<file path="src/rtl/seg7_serial_drv_if.sv">
// Bundle of display data, frame control and serial-chain outputs for seg7_serial_drv.
// master drives display data and update; slave is the driver producing the chain signals.
interface seg7_serial_drv_if;
   logic [31:0] Disp_num;
   logic [7:0]  point_in;
   logic [7:0]  LE_in;
   logic        blink;
   logic        update;
   logic        seg_clk;
   logic        seg_sout;
   logic        seg_pen;
   logic        seg_clrn;
   logic        busy;

   modport master (
      output Disp_num, point_in, LE_in, blink, update,
      input  seg_clk, seg_sout, seg_pen, seg_clrn, busy
   );

   modport slave (
      input  Disp_num, point_in, LE_in, blink, update,
      output seg_clk, seg_sout, seg_pen, seg_clrn, busy
   );
endinterface

</file>
<file path="src/rtl/seg7_serial_drv.sv">
// Serialises eight hex digits (active-low 7-seg + dp, blink-blanked) into a 64-bit
// MSB-first frame for an external shift-register chain, then strobes the latch.
module seg7_serial_drv #(
   parameter int CLK_DIV = 2,
   parameter int REFRESH = 50000
) (
   input  logic             clk,
   input  logic             rst,
   seg7_serial_drv_if.slave bus
);
   typedef enum logic [1:0] {IDLE, LOAD, SHIFT, LATCH} state_t;

   localparam logic [7:0]  DIV_LAST = 8'(CLK_DIV - 1);
   localparam logic [19:0] REF_LAST = 20'(REFRESH - 1);

   state_t      r_state;
   state_t      w_state_nxt;
   logic [19:0] r_refresh;
   logic        r_pending;
   logic [7:0]  r_div;
   logic [5:0]  r_bit;
   logic        r_seg_clk;
   logic        r_sout;
   logic        r_pen;
   logic        r_clrn;
   logic [63:0] r_frame;
   logic [63:0] w_frame_new;
   logic        w_div_end;
   logic        w_bit_end;
   logic        w_more;

   function automatic logic [7:0] enc_byte(input logic [3:0] dig, input logic dp,
                                           input logic blank);
      logic [6:0] pat;
      case (dig)
         4'h0: pat = 7'h3F;  4'h1: pat = 7'h06;  4'h2: pat = 7'h5B;  4'h3: pat = 7'h4F;
         4'h4: pat = 7'h66;  4'h5: pat = 7'h6D;  4'h6: pat = 7'h7D;  4'h7: pat = 7'h07;
         4'h8: pat = 7'h7F;  4'h9: pat = 7'h6F;  4'hA: pat = 7'h77;  4'hB: pat = 7'h7C;
         4'hC: pat = 7'h39;  4'hD: pat = 7'h5E;  4'hE: pat = 7'h79;  default: pat = 7'h71;
      endcase
      return blank ? 8'hFF : ~{dp, pat};
   endfunction

   always_comb begin
      w_frame_new = '0;
      for (int k = 0; k < 8; k++) begin
         w_frame_new[8*k +: 8] = enc_byte(bus.Disp_num[4*k +: 4], bus.point_in[k],
                                          bus.LE_in[k] & bus.blink);
      end
   end

   assign w_div_end = (r_div == DIV_LAST);
   // End of a high phase in SHIFT: one full bit has been clocked out.
   assign w_bit_end = (r_state == SHIFT) && w_div_end && r_seg_clk;
   assign w_more    = r_pending | bus.update;

   always_ff @(posedge clk or posedge rst) begin
      if (rst) r_state <= IDLE;
      else     r_state <= w_state_nxt;
   end

   always_comb begin
      w_state_nxt = r_state;
      case (r_state)
         IDLE:    if (bus.update || (r_refresh == 20'd0)) w_state_nxt = LOAD;
         LOAD:    w_state_nxt = SHIFT;
         SHIFT:   if (w_bit_end && (r_bit == 6'd63)) w_state_nxt = LATCH;
         LATCH:   if (w_div_end) w_state_nxt = w_more ? LOAD : IDLE;
         default: w_state_nxt = IDLE;
      endcase
   end

   always_ff @(posedge clk or posedge rst) begin
      if (rst) begin
         r_refresh <= REF_LAST;
         r_pending <= 1'b0;
         r_div     <= '0;
         r_bit     <= '0;
         r_seg_clk <= 1'b0;
         r_sout    <= 1'b1;
         r_pen     <= 1'b0;
         r_clrn    <= 1'b0;
      end else begin
         r_clrn <= 1'b1;
         case (r_state)
            IDLE: begin
               if (r_refresh != 20'd0) r_refresh <= r_refresh - 20'd1;
            end
            LOAD: begin
               r_pending <= w_more;
               r_div     <= '0;
               r_bit     <= '0;
               r_seg_clk <= 1'b0;
               r_sout    <= w_frame_new[63];
            end
            SHIFT: begin
               r_pending <= w_more;
               if (w_div_end) begin
                  r_div <= '0;
                  if (!r_seg_clk) begin
                     r_seg_clk <= 1'b1;
                  end else begin
                     r_seg_clk <= 1'b0;
                     if (r_bit == 6'd63) begin
                        r_pen <= 1'b1;
                     end else begin
                        r_bit  <= r_bit + 6'd1;
                        r_sout <= r_frame[62];
                     end
                  end
               end else begin
                  r_div <= r_div + 8'd1;
               end
            end
            LATCH: begin
               if (w_div_end) begin
                  r_div     <= '0;
                  r_pen     <= 1'b0;
                  r_refresh <= REF_LAST;
                  // A pending request is consumed by the back-to-back frame.
                  r_pending <= 1'b0;
               end else begin
                  r_div     <= r_div + 8'd1;
                  r_pending <= w_more;
               end
            end
            default: ;
         endcase
      end
   end

   always_ff @(posedge clk) begin
      if (r_state == LOAD)                  r_frame <= w_frame_new;
      else if (w_bit_end && r_bit != 6'd63) r_frame <= {r_frame[62:0], 1'b0};
   end

   assign bus.seg_clk  = r_seg_clk;
   assign bus.seg_sout = r_sout;
   assign bus.seg_pen  = r_pen;
   assign bus.seg_clrn = r_clrn;
   assign bus.busy     = (r_state != IDLE);
endmodule

</file>
<file path="src/flat_wrapper.sv">
// flat-port wrapper written by rule: the top's interface ports become plain ports
module seg7_serial_drv_flat 
#(
   parameter int CLK_DIV = 2,
   parameter int REFRESH = 50000
)
  (clk, rst, bus_Disp_num, bus_point_in, bus_LE_in, bus_blink, bus_update, bus_seg_clk, bus_seg_sout, bus_seg_pen, bus_seg_clrn, bus_busy);
  seg7_serial_drv_if bus_i ();
  input  logic clk;
  input  logic rst;
  input wire logic [$bits(bus_i.Disp_num)-1:0] bus_Disp_num;
  input wire logic [$bits(bus_i.point_in)-1:0] bus_point_in;
  input wire logic [$bits(bus_i.LE_in)-1:0] bus_LE_in;
  input wire logic [$bits(bus_i.blink)-1:0] bus_blink;
  input wire logic [$bits(bus_i.update)-1:0] bus_update;
  output wire logic [$bits(bus_i.seg_clk)-1:0] bus_seg_clk;
  output wire logic [$bits(bus_i.seg_sout)-1:0] bus_seg_sout;
  output wire logic [$bits(bus_i.seg_pen)-1:0] bus_seg_pen;
  output wire logic [$bits(bus_i.seg_clrn)-1:0] bus_seg_clrn;
  output wire logic [$bits(bus_i.busy)-1:0] bus_busy;
  assign bus_i.Disp_num = bus_Disp_num;
  assign bus_i.point_in = bus_point_in;
  assign bus_i.LE_in = bus_LE_in;
  assign bus_i.blink = bus_blink;
  assign bus_i.update = bus_update;
  assign bus_seg_clk = bus_i.seg_clk;
  assign bus_seg_sout = bus_i.seg_sout;
  assign bus_seg_pen = bus_i.seg_pen;
  assign bus_seg_clrn = bus_i.seg_clrn;
  assign bus_busy = bus_i.busy;
  seg7_serial_drv #(.CLK_DIV(CLK_DIV), .REFRESH(REFRESH)) u_core (.clk(clk), .rst(rst), .bus(bus_i));
endmodule
</file>
<file path="config.mk">
export PLATFORM = sky130hd
export DESIGN_NAME = seg7_serial_drv_flat
export DESIGN_NICKNAME = d
export VERILOG_FILES = /design/src/rtl/seg7_serial_drv_if.sv /design/src/rtl/seg7_serial_drv.sv /design/src/flat_wrapper.sv
export SDC_FILE = /design/constraint.sdc
export NUM_CORES = 1
export LEC_CHECK = 0
export CAP_MARGIN = 15
export CORE_ASPECT_RATIO = 1.75
export CORE_UTILIZATION = 35
export CTS_CLUSTER_SIZE = 14
export DETAILED_ROUTE_END_ITERATION = 16
export HOLD_SLACK_MARGIN = 0.03
export PLACE_DENSITY = 0.67
export SLEW_MARGIN = 10
export SYNTH_ARGS = -nofsm -noshare
export SYNTH_HDL_FRONTEND = slang
export SYNTH_SLANG_ARGS = --single-unit
</file>
<file path="constraint.sdc">
create_clock -name clk -period 3.2 [get_ports clk]
set_input_delay 0.32 -clock clk [delete_from_list [all_inputs] [get_ports clk]]
set_output_delay 0.32 -clock clk [all_outputs]
set_load 0.005 [all_outputs]
</file>
* Yosys cells after proc, flatten, opt, wreduce, memory -nomap -nowiden *
Memory sizes are Yosys's and may differ from the RTL's.
Index checks and enable logic that the tools add are counted.

word-level totals
  bits in registers = 104
  bits in latches = 0
  bits in writable memories = 0
  ROM bits = 896
  output and inout port bits = 5
  memories = 8

memories
  name              words  bits a word  rd ports  clocked after memory_dff  wr ports  line                   RTL
  (name not given)  16     7            1         0                         0         seg7_serial_drv.sv:35  case (dig)
  (name not given)  16     7            1         0                         0         seg7_serial_drv.sv:35
  (name not given)  16     7            1         0                         0         seg7_serial_drv.sv:35
  (name not given)  16     7            1         0                         0         seg7_serial_drv.sv:35
  (name not given)  16     7            1         0                         0         seg7_serial_drv.sv:35
  (name not given)  16     7            1         0                         0         seg7_serial_drv.sv:35
  +2 memories       -      -            -         -                         -         -

cells by class
  add/sub/neg operators = 3
  $mul = 0
  divide/modulo/power cells = 0
  magnitude comparators = 0
  equal/unequal tests = 14
  shift operators = 0
  muxes and demuxes = 38
  bitwise logic cells = 17
  reductions and logical operators = 22

operators by type and width
  cell                                                    number
  2-to-1 mux 63 bit                                       2
  2-to-1 mux 8 bit                                        9
  inverter 8 bit                                          8
  2-to-1 mux 20 bit                                       2
  case mux 20 bit (2 select lines)                        1
  zero test 20 bit                                        1
  nonzero test 20 bit                                     1
  subtractor 20 x 1 -> 20 bit (second input constant)     1
  2-to-1 mux 6 bit                                        3
  case mux 8 bit (2 select lines)                         1
  nonzero test 2 bit                                      7
  case mux 6 bit (2 select lines)                         1
  2-to-1 mux 1 bit                                        11
  inequality test 2 x 1 -> 1 bit (second input constant)  5
  adder 8 x 1 -> 8 bit (second input constant)            1
  AND 1 bit                                               8
  equality test 8 x 1 -> 1 bit (second input constant)    1
  case mux 1 bit (2 select lines)                         4
  case mux 2 bit (4 select lines)                         1
  adder 6 x 1 -> 6 bit (second input constant)            1
  equality test 6 bit (second input constant)             1
  2-to-1 mux 2 bit                                        3
  inequality test 2 bit (second input constant)           3
  inequality test 6 bit (second input constant)           1
  11 further kinds                                        17

* Longest topological paths before layout *
  depth after elaboration = 6
  mapped depth = 8
  mapped depth without buffers = 7

* Worst setup path before layout *
No wires, ideal clock.

  kind = register to register
  start point = register u_core.r_state[0]
  end point = register u_core.r_frame[0] (enable)
  arrival = 2816 ps
  required time = 2777 ps
  setup slack = -39 ps
  stages on the path, launching flop included = 7
  clock period less this slack = 3239 ps
  cells stage by stage = dfrtp_1 inv_1 ha_1 clkbuf_1 and2_1 o2111ai_1 nand2_1

between the ends
  word-level cells in the longest chain between the ends = 5
  elaborated cells between the ends (all ways) = 6
  those cells by class = eq/ne (2); reduce/logical (4)

ends and longest elaborated chain
  item                            line                    RTL
  from (decl)                     seg7_serial_drv.sv:16   state_t r_state;
  from (signal assigned)          seg7_serial_drv.sv:59   else r_state <= w_state_nxt;
  equality test 2 bit             seg7_serial_drv.sv:54   assign w_bit_end = (r_state == SHIFT) && w_div_end && r_seg_clk;
  logical AND 1 bit (2 in a row)  seg7_serial_drv.sv:54
  logical AND 1 bit               seg7_serial_drv.sv:134  else if (w_bit_end && r_bit != 6'd63) r_frame <= {r_frame[62:0], 1'b0};
  nonzero test 2 bit (no line) *  -
  to (signal assigned)            seg7_serial_drv.sv:133  if (r_state == LOAD) r_frame <= w_frame_new;
  to (signal assigned)            seg7_serial_drv.sv:134
  to (decl)                       seg7_serial_drv.sv:26   logic [63:0] r_frame;

Mark *: on every way between the ends. The rest lies on a longest branch, timed or not.
A chain may end at the register's enable or synchronous reset.

* Final worst setup path *
  start point = register u_core.r_state[0]
  end point = register u_core.r_refresh[12]

between the ends
  word-level cells in the longest chain between the ends = 3
  elaborated cells between the ends (all ways) = 7
  those cells by class = eq/ne (3); mux (1); reduce/logical (3)

ends and longest elaborated chain
  item                                                                                   line                   RTL
  equality test 2 bit / zero test 2 bit (equally long branches)                          seg7_serial_drv.sv:85  case (r_state)
  inequality test 2 x 1 -> 1 bit (no line) / nonzero test 2 bit (equally long branches)  -
  AND reduction 3 bit (no line)                                                          -
  to (signal assigned)                                                                   seg7_serial_drv.sv:87  if (r_refresh != 20'd0) r_refresh <= r_refresh - 20'd1;
  to (decl)                                                                              seg7_serial_drv.sv:18  logic [19:0] r_refresh;

Several ways; a longest one is shown, not always the timed one.

==> results.md <==
* Synthesis warning total at 0
* Metal-1 WL at 6090 um
* Tmin final at 2.64 ns
* Tightest Hold Check Type: in -> async
* Core Util, Final at 41.6%
* Syn nets at 812
* Worst r2r src: u_core.r_state[0]
* DPL Wire Length at 11,000 um
* Worst setup path class: reg -> reg
* Die area at 20,300 um^2
* Final period utilization at 82.4%
* Io pins at 57
* Setup_tns at 0 ns
* Chip height at 188 um
* # DRC at 0
* Status: finished, final reports clean
* Slack of the worst reg-to-reg path at 0.56 ns
* FF-to-FF path depth at 7
* Critical Path RT at 3.49 ns
* Initial Util at 35.9%
* Reg-to-Reg End: u_core.r_refresh[12]
* Cell variety after synth at 74
* Async set-reset flop share out of synthesis at 39.4%
* Iter 0 DRT Violations at 203
* EDFF count, synth at 63
* Max Cap Viol at 0
* # rows at 67
* Max VDD drop at 0.217 mV
* Met3 wire len at 418 um
* Die X at 108 um
* CP startpoint kind: register
* Hold Violations, Final at 0
* Worst-path clk slew at 0.07 ns
* Core area at 19,200 um^2
* Clk root buf: clkbuf_16
* CTS tree: done
* Final wirelength at 15,000 um
* Leading area contributor after synthesis: edfxtp_1
* Sequential fraction of the synthesis area at 42.6%
* Leakage at 3.19 nW
* DR WL/cell at 15.0 um
* # nets final at 854
* Vias in the first global route at 5,383
* DRT Pass-1 Iters at 4
* Final RePlAce weighted congestion at 0.856
* DR top layer: met4
* Pwr dens at 355 nW/um^2
* # port buffers at 56
* Layout area overhead at 16.1%
* First-pass GRT wire length at 25,300 um
* Top cell type's share of synthesized area at 27.5%
* CTS max path bufs at 2
* Crit. End Element: register
* Cell Area, Synth at 6890 um^2
* Crit path DAT at 2.93 ns
* Clock skew at 0.00957 ns
* Fraction of layout cells with a size suffix above 1 at 8.19%
* Pin count of the biggest net entering global routing at 83
* Primary FF master, synth: edfxtp_1
* Final Non-Filler Cells at 998
* Fmax at 379 MHz
* Final setup viols at 0
* Area contributors post-synth: edfxtp_1 27%, dfrtp_1 11%, ha_1 9.1%
* Cell area after layout at 7990 um^2
* # clock sinks at 104
* Syn avg cell area at 9.70 um^2
* Worst Tran Pin Value at 0.699 ns
* Synth Register Bits at 104
* Synthesized instance count at 710
* Commonest cells in the netlist: 90 x nor2_1, 63 x edfxtp_1, 56 x a21oi_1, 51 x nand2_1, 50 x ha_1
* Slew Limit Fails at 0
* Top-count cell post-synth: nor2_1
* Placed Cells at 982
* Slew margin rel. at 52.7%
* CTS resizes at 0
* Clock Latency Late Sink at 0.35 ns
* ANT nets after route at 0
* Global route total overflow at 0
* H-tree depth at 3
* Critical Path Fanout Max at 17
* Number of diodes at 0
* Antenna violations before repair at 0
* Post-CTS Setup Bufs at 0
* Vias post-DR at 5,427
* RSZ-0062 raised after global routing: false
* Placed cell area at 7700 um^2
* Number of CTS-inserted buffers at 9
* Met2 WL at 8140 um
* Hold_buf cts at 0
* Vias/cell at 5.44
* Final Power at 2.84 mW
* GRT Util Overall at 15.5%
[placed cells by master, fill, tap and decap left out, drive strengths merged, types with 23 or more instances in the layout]
cell           instances
nor2                  90
edfxtp                63
a21oi                 56
clkdlybuf4s50         56
nand2                 51
ha                    50
inv                   49
o21ai                 32
dfrtp                 31
a31oi                 30
mux2i                 24
nor3                  23
[power by group]
| group | internal (mW) | total, mW | switching (mW) |
|---|---|---|---|
| clock network | 0.613 | 1.14 | 0.522 |
| registers | 1.41 | 1.41 | 0.000213 |
| logic | 0.139 | 0.292 | 0.153 |
| total | 2.16 | 2.84 | 0.675 |
[worst max-delay path, stage by stage (launching register included)]
cell and delay, ns:
dfrtp_1 0.43, inv_1 0.14, ha_1 0.53, inv_2 0.21
or4b_1 0.67, o21ai_4 0.30, and2_1 0.18, a311o_1 0.11
[cell type report]
cell class | count | area [um^2]
clock buffers | 10 | 229
clock inverters | 6 | 67.6
fillers | 1871 | 11200
inverters | 48 | 180
multi-input cells | 526 | 3650
flip-flops and latches | 104 | 2930
well taps | 241 | 302
repair buffers | 63 | 638
[metrics by stage]
step	setup slack (ns)	hold WS (ns)
6_report	0.563	0.402
5_1_grt	0.445	0.440
4_1_cts	0.563	0.426
3_5_place_dp	0.578	0.476
3_3_place_gp	0.669	0.471
2_1_floorplan	0.542	0.444
[per-layer routing]
| layer | track usage (%) | vias up |
|---|---|---|
| met4 | 6.69 | 0 |
| met5 | 0 | - |
| met2 | 28.3 | 88 |
| met1 | 17.1 | 2626 |
| met3 | 2.78 | 20 |
| li1 | - | 2693 |
[registers in the layout (all words and copies together) (netlist names)]
register,count
u_core.bus.seg_clk,1
u_core.bus.seg_clrn,1
u_core.bus.seg_pen,1
u_core.bus.seg_sout,1
u_core.r_bit,6
u_core.r_div,8
u_core.r_frame,63
u_core.r_pending,1
u_core.r_refresh,20
u_core.r_state,2
[how the worst max path moves through the flow]
stage | from | endpoint | slack [ns] | cells after the start
after global routing | u_core.r_state[0] | u_core.r_refresh[5] | 0.45 | 7
after global placement | u_core.r_state[0] | u_core.r_refresh[5] | 0.67 | 7
final | u_core.r_state[0] | u_core.r_refresh[12] | 0.56 | 7
after CTS | u_core.r_state[0] | u_core.r_refresh[5] | 0.56 | 7
after floorplan | u_core.r_state[0] | u_core.r_frame[0] | 0.54 | 6
after detailed placement | u_core.r_state[0] | u_core.r_refresh[5] | 0.58 | 7
[kinds of logic after synthesis]
logic type	Yosys count	synth area share [%]
AND/OR/NAND/NOR	243	18.1
AO/OA/AOI/OAI	192	18.7
flip-flops	104	42.6
buffers and inverters	80	4.56
adder cells (fa/ha/maj)	50	9.09
multiplexers	32	5.94
XOR/XNOR	8	1.02
other	1	0.0545
No activity file was read; power rests on OpenSTA's default activity.
==> variant 1: new RTL, config.mk and constraints unchanged <==
`REFRESH` is set to 50000 in 2 places; all go to 25000.
--- a/src/rtl/seg7_serial_drv.sv
+++ b/src/rtl/seg7_serial_drv.sv
@@ -3,5 +3,5 @@
 module seg7_serial_drv #(
    parameter int CLK_DIV = 2,
-   parameter int REFRESH = 50000
+   parameter int REFRESH = 25000
 ) (
    input  logic             clk,
--- a/src/flat_wrapper.sv
+++ b/src/flat_wrapper.sv
@@ -3,5 +3,5 @@
 #(
    parameter int CLK_DIV = 2,
-   parameter int REFRESH = 50000
+   parameter int REFRESH = 25000
 )
   (clk, rst, bus_Disp_num, bus_point_in, bus_LE_in, bus_blink, bus_update, bus_seg_clk, bus_seg_sout, bus_seg_pen, bus_seg_clrn, bus_busy);
Formal check against the unedited RTL: same outputs for any inputs over 10 cycles, from zero or initial values and one cycle with rst high; that may be too few to reach the edited logic, so the function may still have changed.
==> variant 1 against the original RTL <==
- via count up 0.46%
- count of clock-buffer cells in the layout fell by 1
- area after synthesis down 1.4%
- routed wire length grew 0.11%
- setup slack got worse by 0.21 ns
- critical path depth is the same
- sequential power about the same
- synthesized cell count rose by 0.14%
- power grew 1.2%
- sequential cell count stayed put
- design area decreased by 0.85%
- highest routed layer unchanged
==> variant 1: results <==
{
  "drt_pass1_iterations": 6,
  "synthTopCellsByArea": "edfxtp_1 (28%), dfrtp_1 (12%), ha_1 (9.2%)",
  "cp_slowest_cell": "a2111o_1",
  "multi_input_area_mm2": 0.00354,
  "p_comb_share_pct": 10.1,
  "ff2ff_setup_slack_ns": 0.35,
  "grt_max_degree": 64,
  "synth_compound_area_share_pct": 18.5,
  "drive_gt1_share_pct": 7.91,
  "reg2reg_to": "u_core.r_refresh[18]",
  "crit_fanout": 7,
  "status": "finished, final reports clean",
  "ys_types": 59,
  "hpwl_um": 11200,
  "synth_fa_ha_area_share_pct": 9.21,
  "setup.worst_path.start": "u_core.r_div[1]",
  "grt_pass1_vias": 5432,
  "power.leakage_nw": 3.19,
  "pg_comb_mw": 0.291,
  "finClkSkew_ns": 0.0109,
  "place_congestion": 0.822,
  "grt.total_usage_pct": 15.9,
  "dp_slack_ns": 0.387,
  "critPathMaxStageDelay_ns": 0.51,
  "synth.area.mux_share_pct": 6.25,
  "placed_cell_area_mm2": 0.00762,
  "fillers": 1918,
  "synth-xor-area-share_pct": 0.645,
  "fmaxAchievable_ghz": 0.351,
  "yosysSeqAreaShare_pct": 43.1,
  "vias": 5452,
  "fin_nets": 856,
  "worst_ep_arrival_time_ns": 3.12,
  "yosys-top-cells-count": "nor2_1 (87), edfxtp_1 (63), a21oi_1 (61)",
  "dp_cells": 984,
  "ir_drop_mv": 0.232,
  "drt_iter0_drc": 222,
  "vias_per_cell": 5.45
}
[variant 1: routing by layer]
layer / up-vias / routed length (um) / global-route usage [%]
met2: 88 / 8620 / 31.9
li1: 2691 / - / -
met3: 20 / 384 / 2.61
met1: 2653 / 5730 / 15.9
met4: 0 / 297 / 5.92
met5: - / 0 / 0
[variant 1: how the worst max path moves through the flow]
stage / endpoint / slack, ns / cells past startpoint
after floorplan: u_core.r_frame[0] / 0.05 / 8
after global placement: u_core.bus.seg_sout / 0.40 / 7
after detailed placement: u_core.bus.seg_sout / 0.39 / 7
after CTS: u_core.r_refresh[18] / 0.34 / 7
after global routing: u_core.r_bit[5] / 0.23 / 7
final: u_core.r_refresh[18] / 0.35 / 7
[variant 1: area by class of cell]
type	count	share of cell area, %
multi-input combinational	525	44.6
tap	241	3.80
inverter	44	2.13
clock inverter	7	1.06
clock buffer	9	2.84
sequential	104	37.0
timing repair buffer	70	8.56
==> variant 2: new RTL, config.mk and constraints unchanged <==
Made on the original files. Encoding of `state_t`: now one-hot (4 bits for 4 states).
--- a/src/rtl/seg7_serial_drv.sv
+++ b/src/rtl/seg7_serial_drv.sv
@@ -9,5 +9,5 @@
    seg7_serial_drv_if.slave bus
 );
-   typedef enum logic [1:0] {IDLE, LOAD, SHIFT, LATCH} state_t;
+   typedef enum logic [3:0] {IDLE = 4'b0001, LOAD = 4'b0010, SHIFT = 4'b0100, LATCH = 4'b1000} state_t;
 
    localparam logic [7:0]  DIV_LAST = 8'(CLK_DIV - 1);
Formal check against the unedited RTL: same outputs for any inputs over 10 cycles, from zero or initial values and one cycle with rst high; not proved beyond that.
==> variant 2 against the original RTL <==
- worst hold slack gained 0.014 ns
- design area shrank 0.38%
- setup slack lost 0.057 ns
- utilization is essentially flat
- area after synthesis shrank 1.1%
- count of clock-buffer cells in the layout shrank 1
- routed wire length shrank 5.0%
- die area shrank 1.1%
- synthesized cell count grew 0.56%
- sequential cell count grew 2
Power is not compared: it rests on default switching activity, and its combinational part moved more than twofold at a synthesized area within 25%.
==> variant 2: results <==
{
  "r2r-start": "u_core.r_div[1]",
  "holdWs_ns": 0.416,
  "worst_pin_slew_ns": 0.810,
  "synthTopCellsByArea": "edfxtp_1 (28%), dfrtp_1 (12%), ha_1 (8.3%)",
  "ff2ff_setup_slack_ns": 0.51,
  "status": "finished, final reports clean",
  "place_congestion": 0.803,
  "synthArstFlopShare_pct": 40.6,
  "grt.total_usage_pct": 15.0,
  "drt_iter0_drc": 204,
  "vias_per_cell": 5.33,
  "vias": 5333,
  "use_met2_pct": 28.1,
  "ys_types": 60,
  "fin_nets": 852,
  "fillers": 1886,
  "yosysSeqAreaShare_pct": 43.8,
  "dp_cells": 985,
  "wl_per_cell_um": 14.3,
  "grt_use_met3_pct": 2.41,
  "worst_ep_arrival_time_ns": 2.76,
  "hpwl_um": 10800,
  "yosys-top-cells-count": "nor2_1 (93), nand2_1 (68), edfxtp_1 (63)",
  "synth.avg_cell_area_um2": 9.54,
  "met1_usage_pct": 16.5,
  "crit_fanout": 24,
  "finClkSkew_ns": 0.00934
}
[variant 2: kinds of logic (layout without fill, tap and decap cells)]
group	after synthesis	count (layout)	share of synthesized area, %
compound gates	179	179	16.7
xor+xnor	14	14	1.80
fa+ha+maj	45	45	8.27
buf+inv	77	123	4.45
flops	106	106	43.8
mux	38	38	6.96
other cells	1	1	0.0551
simple gates	254	254	18.0
[variant 2: metrics by stage]
step	utilization [%]	area (um2)	total power, mW
after floorplan	-	6810	2.96
after global placement	40.0	7640	3.38
after detailed placement	40.0	7640	3.42
after CTS	41.7	7960	4.59
after global routing	41.7	7960	4.82
final	41.7	7960	4.54
[variant 2: metal layers]
metal,up-vias,share of wire [%]
met3,16,2.6
met5,-,0
met4,0,2.1
met2,77,54
met1,2539,41
li1,2701,-
[variant 2: worst max-delay path by stage]
stage / endpoint / cells past startpoint / start / slack [ns]
final: u_core.r_frame[52] / 7 / u_core.r_div[1] / 0.51
after global routing: u_core.r_frame[57] / 7 / u_core.r_div[1] / 0.40
after CTS: u_core.r_frame[57] / 7 / u_core.r_div[1] / 0.49
after detailed placement: u_core.r_frame[52] / 7 / u_core.r_div[1] / 0.50
after global placement: u_core.r_frame[48] / 7 / u_core.r_div[1] / 0.52
after floorplan: u_core.bus.seg_sout / 8 / u_core.r_div[1] / 0.48
[variant 2: area by class of cell]
cell class	instances	area, um2	share of cell area [%]
clock buffers	9	225	2.83
flip-flops and latches	106	2980	37.4
well taps	241	302	3.79
multi-input cells	531	3530	44.3
clock inverters	7	93.8	1.18
inverters	40	150	1.89
repair buffers	67	681	8.55
[variant 2: worst max-delay path, stage by stage (launching register included)]
cell and delay, ns:
dfrtp_1 0.42, inv_1 0.07, ha_1 0.12, or4b_4 0.46
or2_1 0.36, or3_4 0.47, nand2_4 0.29, buf_12 0.22
